## src/rtl/poly_tone_mixer.sv

```systemverilog
// Polyphonic square-wave synthesiser: per-voice half-period dividers, saturating mix,
// and a decimated sample handed to the codec FIFO with overrun accounting.
module poly_tone_mixer #(
    parameter int NUM_CH     = 6,
    parameter int DIV_W      = 19,
    parameter int SAMPLE_W   = 32,
    parameter int AMP        = 110000000,
    parameter int SAMPLE_DIV = 1042
) (
    input  logic                          clock,
    input  logic                          resetn,
    input  logic [NUM_CH-1:0]             key_on,
    input  logic [NUM_CH*DIV_W-1:0]       half_period,
    input  logic                          audio_out_allowed,
    output logic signed [SAMPLE_W-1:0]    sample_out,
    output logic                          write_audio_out,
    output logic [$clog2(NUM_CH+1)-1:0]   voice_count,
    output logic [7:0]                    overrun_count
);

    localparam int VC_W   = $clog2(NUM_CH + 1);
    localparam int ACC_W  = SAMPLE_W + $clog2(NUM_CH) + 1;
    localparam int TICK_W = (SAMPLE_DIV > 1) ? $clog2(SAMPLE_DIV) : 1;

    localparam logic signed [ACC_W-1:0] AMP_ACC = ACC_W'(AMP);
    localparam logic signed [ACC_W-1:0] SAT_MAX =
        {{(ACC_W-SAMPLE_W+1){1'b0}}, {(SAMPLE_W-1){1'b1}}};
    localparam logic signed [ACC_W-1:0] SAT_MIN =
        {{(ACC_W-SAMPLE_W+1){1'b1}}, {(SAMPLE_W-1){1'b0}}};
    localparam logic [TICK_W-1:0] TICK_LAST = TICK_W'(SAMPLE_DIV - 1);

    logic [NUM_CH-1:0]          r_key_q;
    logic signed [SAMPLE_W-1:0] r_mix_q;
    logic [VC_W-1:0]            r_voice_count;
    logic [TICK_W-1:0]          r_tick_cnt;
    logic signed [SAMPLE_W-1:0] r_sample_out;
    logic                       r_pending;
    logic [7:0]                 r_overrun;

    logic [NUM_CH-1:0]          w_sound;
    logic [NUM_CH-1:0]          w_phase;
    logic signed [ACC_W-1:0]    w_acc;
    logic signed [SAMPLE_W-1:0] w_mix;
    logic [VC_W-1:0]            w_vc;
    logic                       w_tick;
    logic                       w_write;

    // NOTE: sequential state uses non-blocking assignments so every register
    // samples pre-edge values regardless of block ordering.
    always_ff @(posedge clock or negedge resetn) begin
        if (!resetn) begin
            r_key_q <= '0;
        end else begin
            r_key_q <= key_on;
        end
    end

    for (genvar g = 0; g < NUM_CH; g++) begin : g_voice
        logic [DIV_W-1:0] w_hp;
        logic [DIV_W-1:0] r_cnt;
        logic             r_phase;

        assign w_hp       = half_period[g*DIV_W +: DIV_W];
        assign w_sound[g] = r_key_q[g] && (w_hp != '0);
        assign w_phase[g] = r_phase;

        // A silent voice is parked at phase 0 so every note-on starts high.
        always_ff @(posedge clock or negedge resetn) begin
            if (!resetn) begin
                r_cnt   <= '0;
                r_phase <= 1'b0;
            end else if (!w_sound[g]) begin
                r_cnt   <= '0;
                r_phase <= 1'b0;
            end else if (r_cnt >= w_hp) begin
                r_cnt   <= '0;
                r_phase <= ~r_phase;
            end else begin
                r_cnt   <= r_cnt + DIV_W'(1);
            end
        end
    end

    // NOTE: every combinational output gets a default before the loop so no
    // path leaves it unassigned and no latch is inferred.
    always_comb begin
        w_acc = '0;
        w_vc  = '0;
        for (int i = 0; i < NUM_CH; i++) begin
            if (w_sound[i]) begin
                w_acc = w_phase[i] ? (w_acc - AMP_ACC) : (w_acc + AMP_ACC);
                w_vc  = w_vc + VC_W'(1);
            end
        end
        if (w_acc > SAT_MAX) begin
            w_mix = SAT_MAX[SAMPLE_W-1:0];
        end else if (w_acc < SAT_MIN) begin
            w_mix = SAT_MIN[SAMPLE_W-1:0];
        end else begin
            w_mix = w_acc[SAMPLE_W-1:0];
        end
    end

    always_ff @(posedge clock or negedge resetn) begin
        if (!resetn) begin
            r_mix_q       <= '0;
            r_voice_count <= '0;
        end else begin
            r_mix_q       <= w_mix;
            r_voice_count <= w_vc;
        end
    end

    assign w_tick  = (r_tick_cnt == TICK_LAST);
    assign w_write = r_pending & audio_out_allowed;

    always_ff @(posedge clock or negedge resetn) begin
        if (!resetn) begin
            r_tick_cnt <= '0;
        end else if (w_tick) begin
            r_tick_cnt <= '0;
        end else begin
            r_tick_cnt <= r_tick_cnt + TICK_W'(1);
        end
    end

    // A tick that lands on a transfer cycle replaces an already-consumed sample,
    // so only an untransferred pending sample counts as overrun.
    always_ff @(posedge clock or negedge resetn) begin
        if (!resetn) begin
            r_sample_out <= '0;
            r_pending    <= 1'b0;
            r_overrun    <= '0;
        end else if (w_tick) begin
            r_sample_out <= r_mix_q;
            r_pending    <= 1'b1;
            if (r_pending && !w_write && (r_overrun != 8'hFF)) begin
                r_overrun <= r_overrun + 8'd1;
            end
        end else if (w_write) begin
            r_pending <= 1'b0;
        end
    end

    assign sample_out      = r_sample_out;
    assign write_audio_out = w_write;
    assign voice_count     = r_voice_count;
    assign overrun_count   = r_overrun;

endmodule
```

## config.mk

```make
export PLATFORM = sky130hd
export DESIGN_NAME = poly_tone_mixer
export DESIGN_NICKNAME = d
export VERILOG_FILES = /design/src/rtl/poly_tone_mixer.sv
export SDC_FILE = /design/constraint.sdc
export NUM_CORES = 1
export LEC_CHECK = 0
export ABC_AREA = 1
export CORE_ASPECT_RATIO = 0.8
export CORE_MARGIN = 1
export CORE_UTILIZATION = 55
export CTS_CLUSTER_DIAMETER = 30
export DETAILED_ROUTE_END_ITERATION = 8
export PLACE_DENSITY = 0.83
export SYNTH_ARGS = -nofsm -noshare
export SYNTH_HDL_FRONTEND = slang
export SYNTH_SLANG_ARGS = --single-unit
```

## constraint.sdc

```tcl
create_clock -name clock -period 8.3 [get_ports clock]
set_input_delay 1.66 -clock clock [delete_from_list [all_inputs] [get_ports clock]]
set_output_delay 1.66 -clock clock [all_outputs]
set_load 0.005 [all_outputs]
```

==> metrics.yaml, run 1 <==
run_status:
  status: "aborted with a tool error"
  haltStage: "global routing"
  error: "[ERROR GRT-0232] Routing congestion too high. Check the congestion heatmap in the GUI."
floorplanning:
  dieWidth_um: 217
  die_height_um: 174
  initial_core_util: 0.563
  placementRows: 62
  ios: 167
logic_synthesis:
  synth_edf_count: 0
  async_reset_ff_frac: 1.00
  syn_inst: 3008
  ys_ff_latch: 201
  ys.flop_type: "dfrtp_1"
  yosys_warnings: 0
  ys_types: 61
  avgSynthCellArea_um2: 6.78
  synth-seq-area-share: 0.247
  syn_nets: 3379
  synth_area_um2: 20400
global_route:
  grt_max_degree: 166
  track_usage: 0.848
  antenna_found_initial: 12
  overflow: 283
sta:
  worst_path_end_type: "sequential cell input"
  postGrtWorstEndpoint: "r_mix_q[19]$_DFF_PN0_/D"
placement:
  gp_congestion: 1.05
  dpl.hpwl_mm: 51.0
  port_buffers: 166
  dpl-instance-area_um2: 26800
clocking:
  root_buffer: "clkbuf_16"
  ctsLongestPathBuffers: 3
  htree_levels: 2
  postCtsHoldBufs: 0
  cts_buffers: 42
  clock-sinks: 201
-- metrics by stage --
stage	setup slack [ns]	std cells	hold slack, ns
4_1_cts	-1.15	4307	0.456
3_5_place_dp	-2.89	4150	0.430
3_3_place_gp	-2.50	4150	0.429
2_1_floorplan	-0.919	3008	0.418
-- synth_stat cells (3+ instances only) --
cell type / count / area share
o21ai_1: 11 / 0.0027
buf_1: 9 / 0.0017
a21oi_1: 229 / 0.056
o211ai_1: 3 / 0.0011
a31o_2: 6 / 0.0026
o31ai_1: 11 / 0.0040
nand3b_1: 6 / 0.0022
a21o_1: 11 / 0.0040
nand2_2: 37 / 0.011
dfrtp_1: 201 / 0.25
a31oi_1: 21 / 0.0064
nor4_1: 23 / 0.0071
xor2_1: 75 / 0.032
nand2_1: 705 / 0.13
nor3_1: 68 / 0.017
inv_1: 438 / 0.081
nor3b_1: 13 / 0.0048
a21oi_2: 3 / 0.0013
o21a_1: 12 / 0.0044
buf_2: 8 / 0.0020
o21bai_1: 25 / 0.0092
nand3_2: 12 / 0.0059
ha_1: 241 / 0.15
inv_2: 6 / 0.0011
xnor2_1: 68 / 0.029
nand3_1: 131 / 0.032
buf_4: 6 / 0.0022
and2_1: 5 / 0.0015
a211oi_1: 7 / 0.0026
and3_1: 5 / 0.0015
fa_1: 7 / 0.0069
nand4_1: 40 / 0.012
nand2_4: 6 / 0.0033
o21ai_0: 152 / 0.037
a21boi_0: 5 / 0.0018
clkbuf_1: 23 / 0.0042
nor2_1: 332 / 0.061
or2_2: 13 / 0.0040
o21ai_2: 4 / 0.0017
-- routing by layer --
layer,overflow,GRT usage
met1,19,0.829
met4,104,0.843
met5,2,0.612
met3,26,0.783
met2,132,0.946
-- repair_timing --
| action | 4_1_cts |
|---|---|
| setup buffers | 75 |
| hold endpoints to repair | 0 |
| gates cloned | 4 |
| endpoints found under the setup margin | 26 |
| gates resized for setup | 339 |
| pin swaps | 127 |
-- kinds of logic after synthesis --
kind of cell    Yosys count  share of synthesized area
xor+xnor                143                     0.0614
fa+ha+maj               248                      0.155
flops                   201                      0.247
compound gates          512                      0.141
mux                       3                    0.00153
buf+inv                 496                     0.0953
simple gates           1405                      0.299
==> inputs of run 2 (changes only) <==
--- a/config.mk
+++ b/config.mk
@@ -6,12 +6,10 @@
 export NUM_CORES = 1
 export LEC_CHECK = 0
 export ABC_AREA = 1
-export CORE_ASPECT_RATIO = 0.8
 export CORE_MARGIN = 1
-export CORE_UTILIZATION = 55
-export CTS_CLUSTER_DIAMETER = 30
+export CORE_UTILIZATION = 40
 export DETAILED_ROUTE_END_ITERATION = 8
-export PLACE_DENSITY = 0.83
+export PLACE_DENSITY_LB_ADDON = 0.15
 export SYNTH_ARGS = -nofsm -noshare
 export SYNTH_HDL_FRONTEND = slang
 export SYNTH_SLANG_ARGS = --single-unit
==> constraint.sdc (replaced) <==
create_clock -name clock -period 10.8 [get_ports clock]
set_input_delay 2.16 -clock clock [delete_from_list [all_inputs] [get_ports clock]]
set_output_delay 2.16 -clock clock [all_outputs]
set_load 0.005 [all_outputs]
==> metrics.yaml, run 2 <==
clocking:
  postCtsHoldBufs: 0
  clock_latency_ns: 0.52
  tritoncts: "built"
  clock-sinks: 201
  htree_levels: 1
  ctsLongestPathBuffers: 3
  clkTransAtPathRegs_ns: 0.06
  cts_buffers: 24
  root_buffer: "clkbuf_16"
global_route:
  overflow: 0
  grt_pass1_wl_mm: 106
  track_usage: 0.242
  grt_max_degree: 79
  first_global_vias: 21300
  antenna_found_initial: 0
logic_synthesis:
  synth-xor-area-share: 0.0614
  ys_types: 61
  synthSimpleGateAreaFrac: 0.299
  async_reset_ff_frac: 1.00
  synth_top_family_by_area: "simple AND/OR/NAND/NOR gates"
  yosys_warnings: 0
  synth_top_area_cell: "dfrtp_1"
  ys.flop_type: "dfrtp_1"
  synth-compound-area-share: 0.141
  ys_top_cells_by_count: "nand2_1, inv_1, nor2_1, ha_1, a21oi_1"
  synth_top_area_share: 0.247
  synth_area_leaders: "dfrtp_1, ha_1, nand2_1, inv_1, nor2_1"
  synth-seq-area-share: 0.247
  synth_area_um2: 20400
  synth_most_common_cell: "nand2_1"
  synth_edf_count: 0
  synthAdderAreaFrac: 0.155
  synth.mux.area_fraction: 0.00153
  ys_ff_latch: 201
  avgSynthCellArea_um2: 6.78
  syn_inst: 3008
  syn_nets: 3379
floorplanning:
  core_um2: 50300
  die_height_um: 228
  placementRows: 82
  die_area_um2: 51900
  initial_core_util: 0.406
  dieWidth_um: 228
  ios: 167
setup_path:
  reg2reg_from: "g_voice[2].r_phase"
  path_max_fanout: 6
  crit_family: "simple AND/OR/NAND/NOR gates"
  end_kind: "flop"
  slowest_stage: "clkdlybuf4s50_1"
  worst_path_largest_cell_delay_ns: 0.39
  worst_setup_path_start_kind: "input pin"
  r2r_slack_ns: 1.73
  cp.required_ns: 11.20
  path_class: "in -> reg"
  r2r-end: "r_mix_q[15]"
  cp_data_arrival_time_ns: 10.79
  path_buf_inv: 11
  rr_worst_depth: 48
sta:
  hold_viol_final: 0
  period_share: 0.961
  clock.fmax_mhz: 96.3
  layout_setup_ws_ns: 0.418
  drv_slew: 0
  fin_setup_tns_ns: 0
  worst_clock_skew_ns: 0.0103
  setup_viol: 0
  fin_crit_ns: 10.38
  worst_slew_pin_slew_ns: 1.37
  maxSlewHeadroom: 0.0847
cells_and_area:
  syn2layout_area_growth_pct: 45.5
  largest_register_ffs: 114
  finish.net_count: 4041
  final_layout_size_suffix_gt1_frac: 0.287
  antenna_cells: 0
  layout_common_cells: "nand2_1, buf_4, inv_1"
  final_common_cell: "nand2_1"
  top_register: "g_voice.r_cnt"
drt:
  drtPass1Iterations: 5
  drc: 0
  wire_per_inst_um: 15.0
  first_iter_violations: 1378
  vias: 21900
  viasPerCell: 5.04
  routed_wl_mm: 65.3
  ant_nets: 0
job:
  timing.max_cap.violations: 0
placement:
  gp_congestion: 0.903
  pre_cts_slack_ns: -0.951
  dpl.hpwl_mm: 50.2
  port_buffers: 166
power_and_ir_drop:
  power_density_nw_per_um2: 211
  power.static_leakage_uw: 0.0145
  peakVddDrop_v: 0.000108
min_path:
  worstHoldStart: "r_mix_q[24]"
  hp-class: "reg -> reg"
  hold_depth: 2
  hold_end: "sample_out[24]"
run_status:
  status: "finished, final reports clean"
## run 2: worst max-delay path by stage
| stage | startpoint | to | depth (start not counted) |
|---|---|---|---|
| 4_1_cts | half_period[4] | r_mix_q[15] | 66 |
| 3_5_place_dp | half_period[4] | r_mix_q[11] | 62 |
| 2_1_floorplan | half_period[15] | r_mix_q[23] | 62 |
| 5_1_grt | half_period[18] | r_mix_q[15] | 67 |
| 3_3_place_gp | half_period[4] | r_mix_q[11] | 65 |
| 6_report | half_period[18] | r_mix_q[15] | 61 |
## run 2: stage by stage
step | total power (uW) | area (um^2) | utilization | instances | hold WS [ns]
6_report | 6250 | 29700 | 0.590 | 4357 | 0.438
5_1_grt | 6710 | 29700 | 0.590 | 4357 | 0.456
3_3_place_gp | 4370 | 25900 | 0.515 | 4227 | 0.427
2_1_floorplan | 2830 | 20400 | - | 3008 | 0.418
3_5_place_dp | 4400 | 25900 | 0.515 | 4227 | 0.428
4_1_cts | 5500 | 27400 | 0.544 | 4292 | 0.441
## run 2: per-layer routing
metal,global-route usage,up-vias,part of all wire
li1,-,11200,-
met1,0.343,10300,0.48
met2,0.409,418,0.47
met3,0.0185,48,0.043
met4,0.0308,0,0.010
met5,0,-,0
## run 2: cell families after synthesis
family,count (synthesis)
AND/OR/NAND/NOR,1405
AO/OA/AOI/OAI,512
buffers and inverters,496
adder cells (fa/ha/maj),248
flip-flops,201
XOR/XNOR,143
multiplexers,3
## run 2: layout make-up
cell class                 count  area, um^2
fill                        4657       20600
clock inverter                13         178
tap                          672         841
inverter                     446        1700
sequential                   201        5030
multi-input combinational   2317       15700
clock buffer                  28         667
timing repair buffer         680        5620
## run 2: report_power, final
part | internal (uW) | switching (uW) | total [uW] | leakage (uW)
sequential | 811 | 40.1 | 851 | 0.00265
clock | 536 | 321 | 857 | 0.000415
combinational | 2170 | 2370 | 4540 | 0.0114
## run 2: tightest hold or removal path: stages, from the launching register on
cell	delay [ns]
dfrtp_1	0.32
nand2_1	0.05
nand2_1	0.05
## run 2: what timing repair did
| action | CTS | global route |
|---|---|---|
| buffers inserted | 18 | 65 |
| cloned | 6 | 0 |
| pin swaps | 30 | 142 |
| gates resized for setup | 103 | 465 |
| endpoints found under the setup margin | 26 | 26 |
Power figures use the tool's default switching activity.
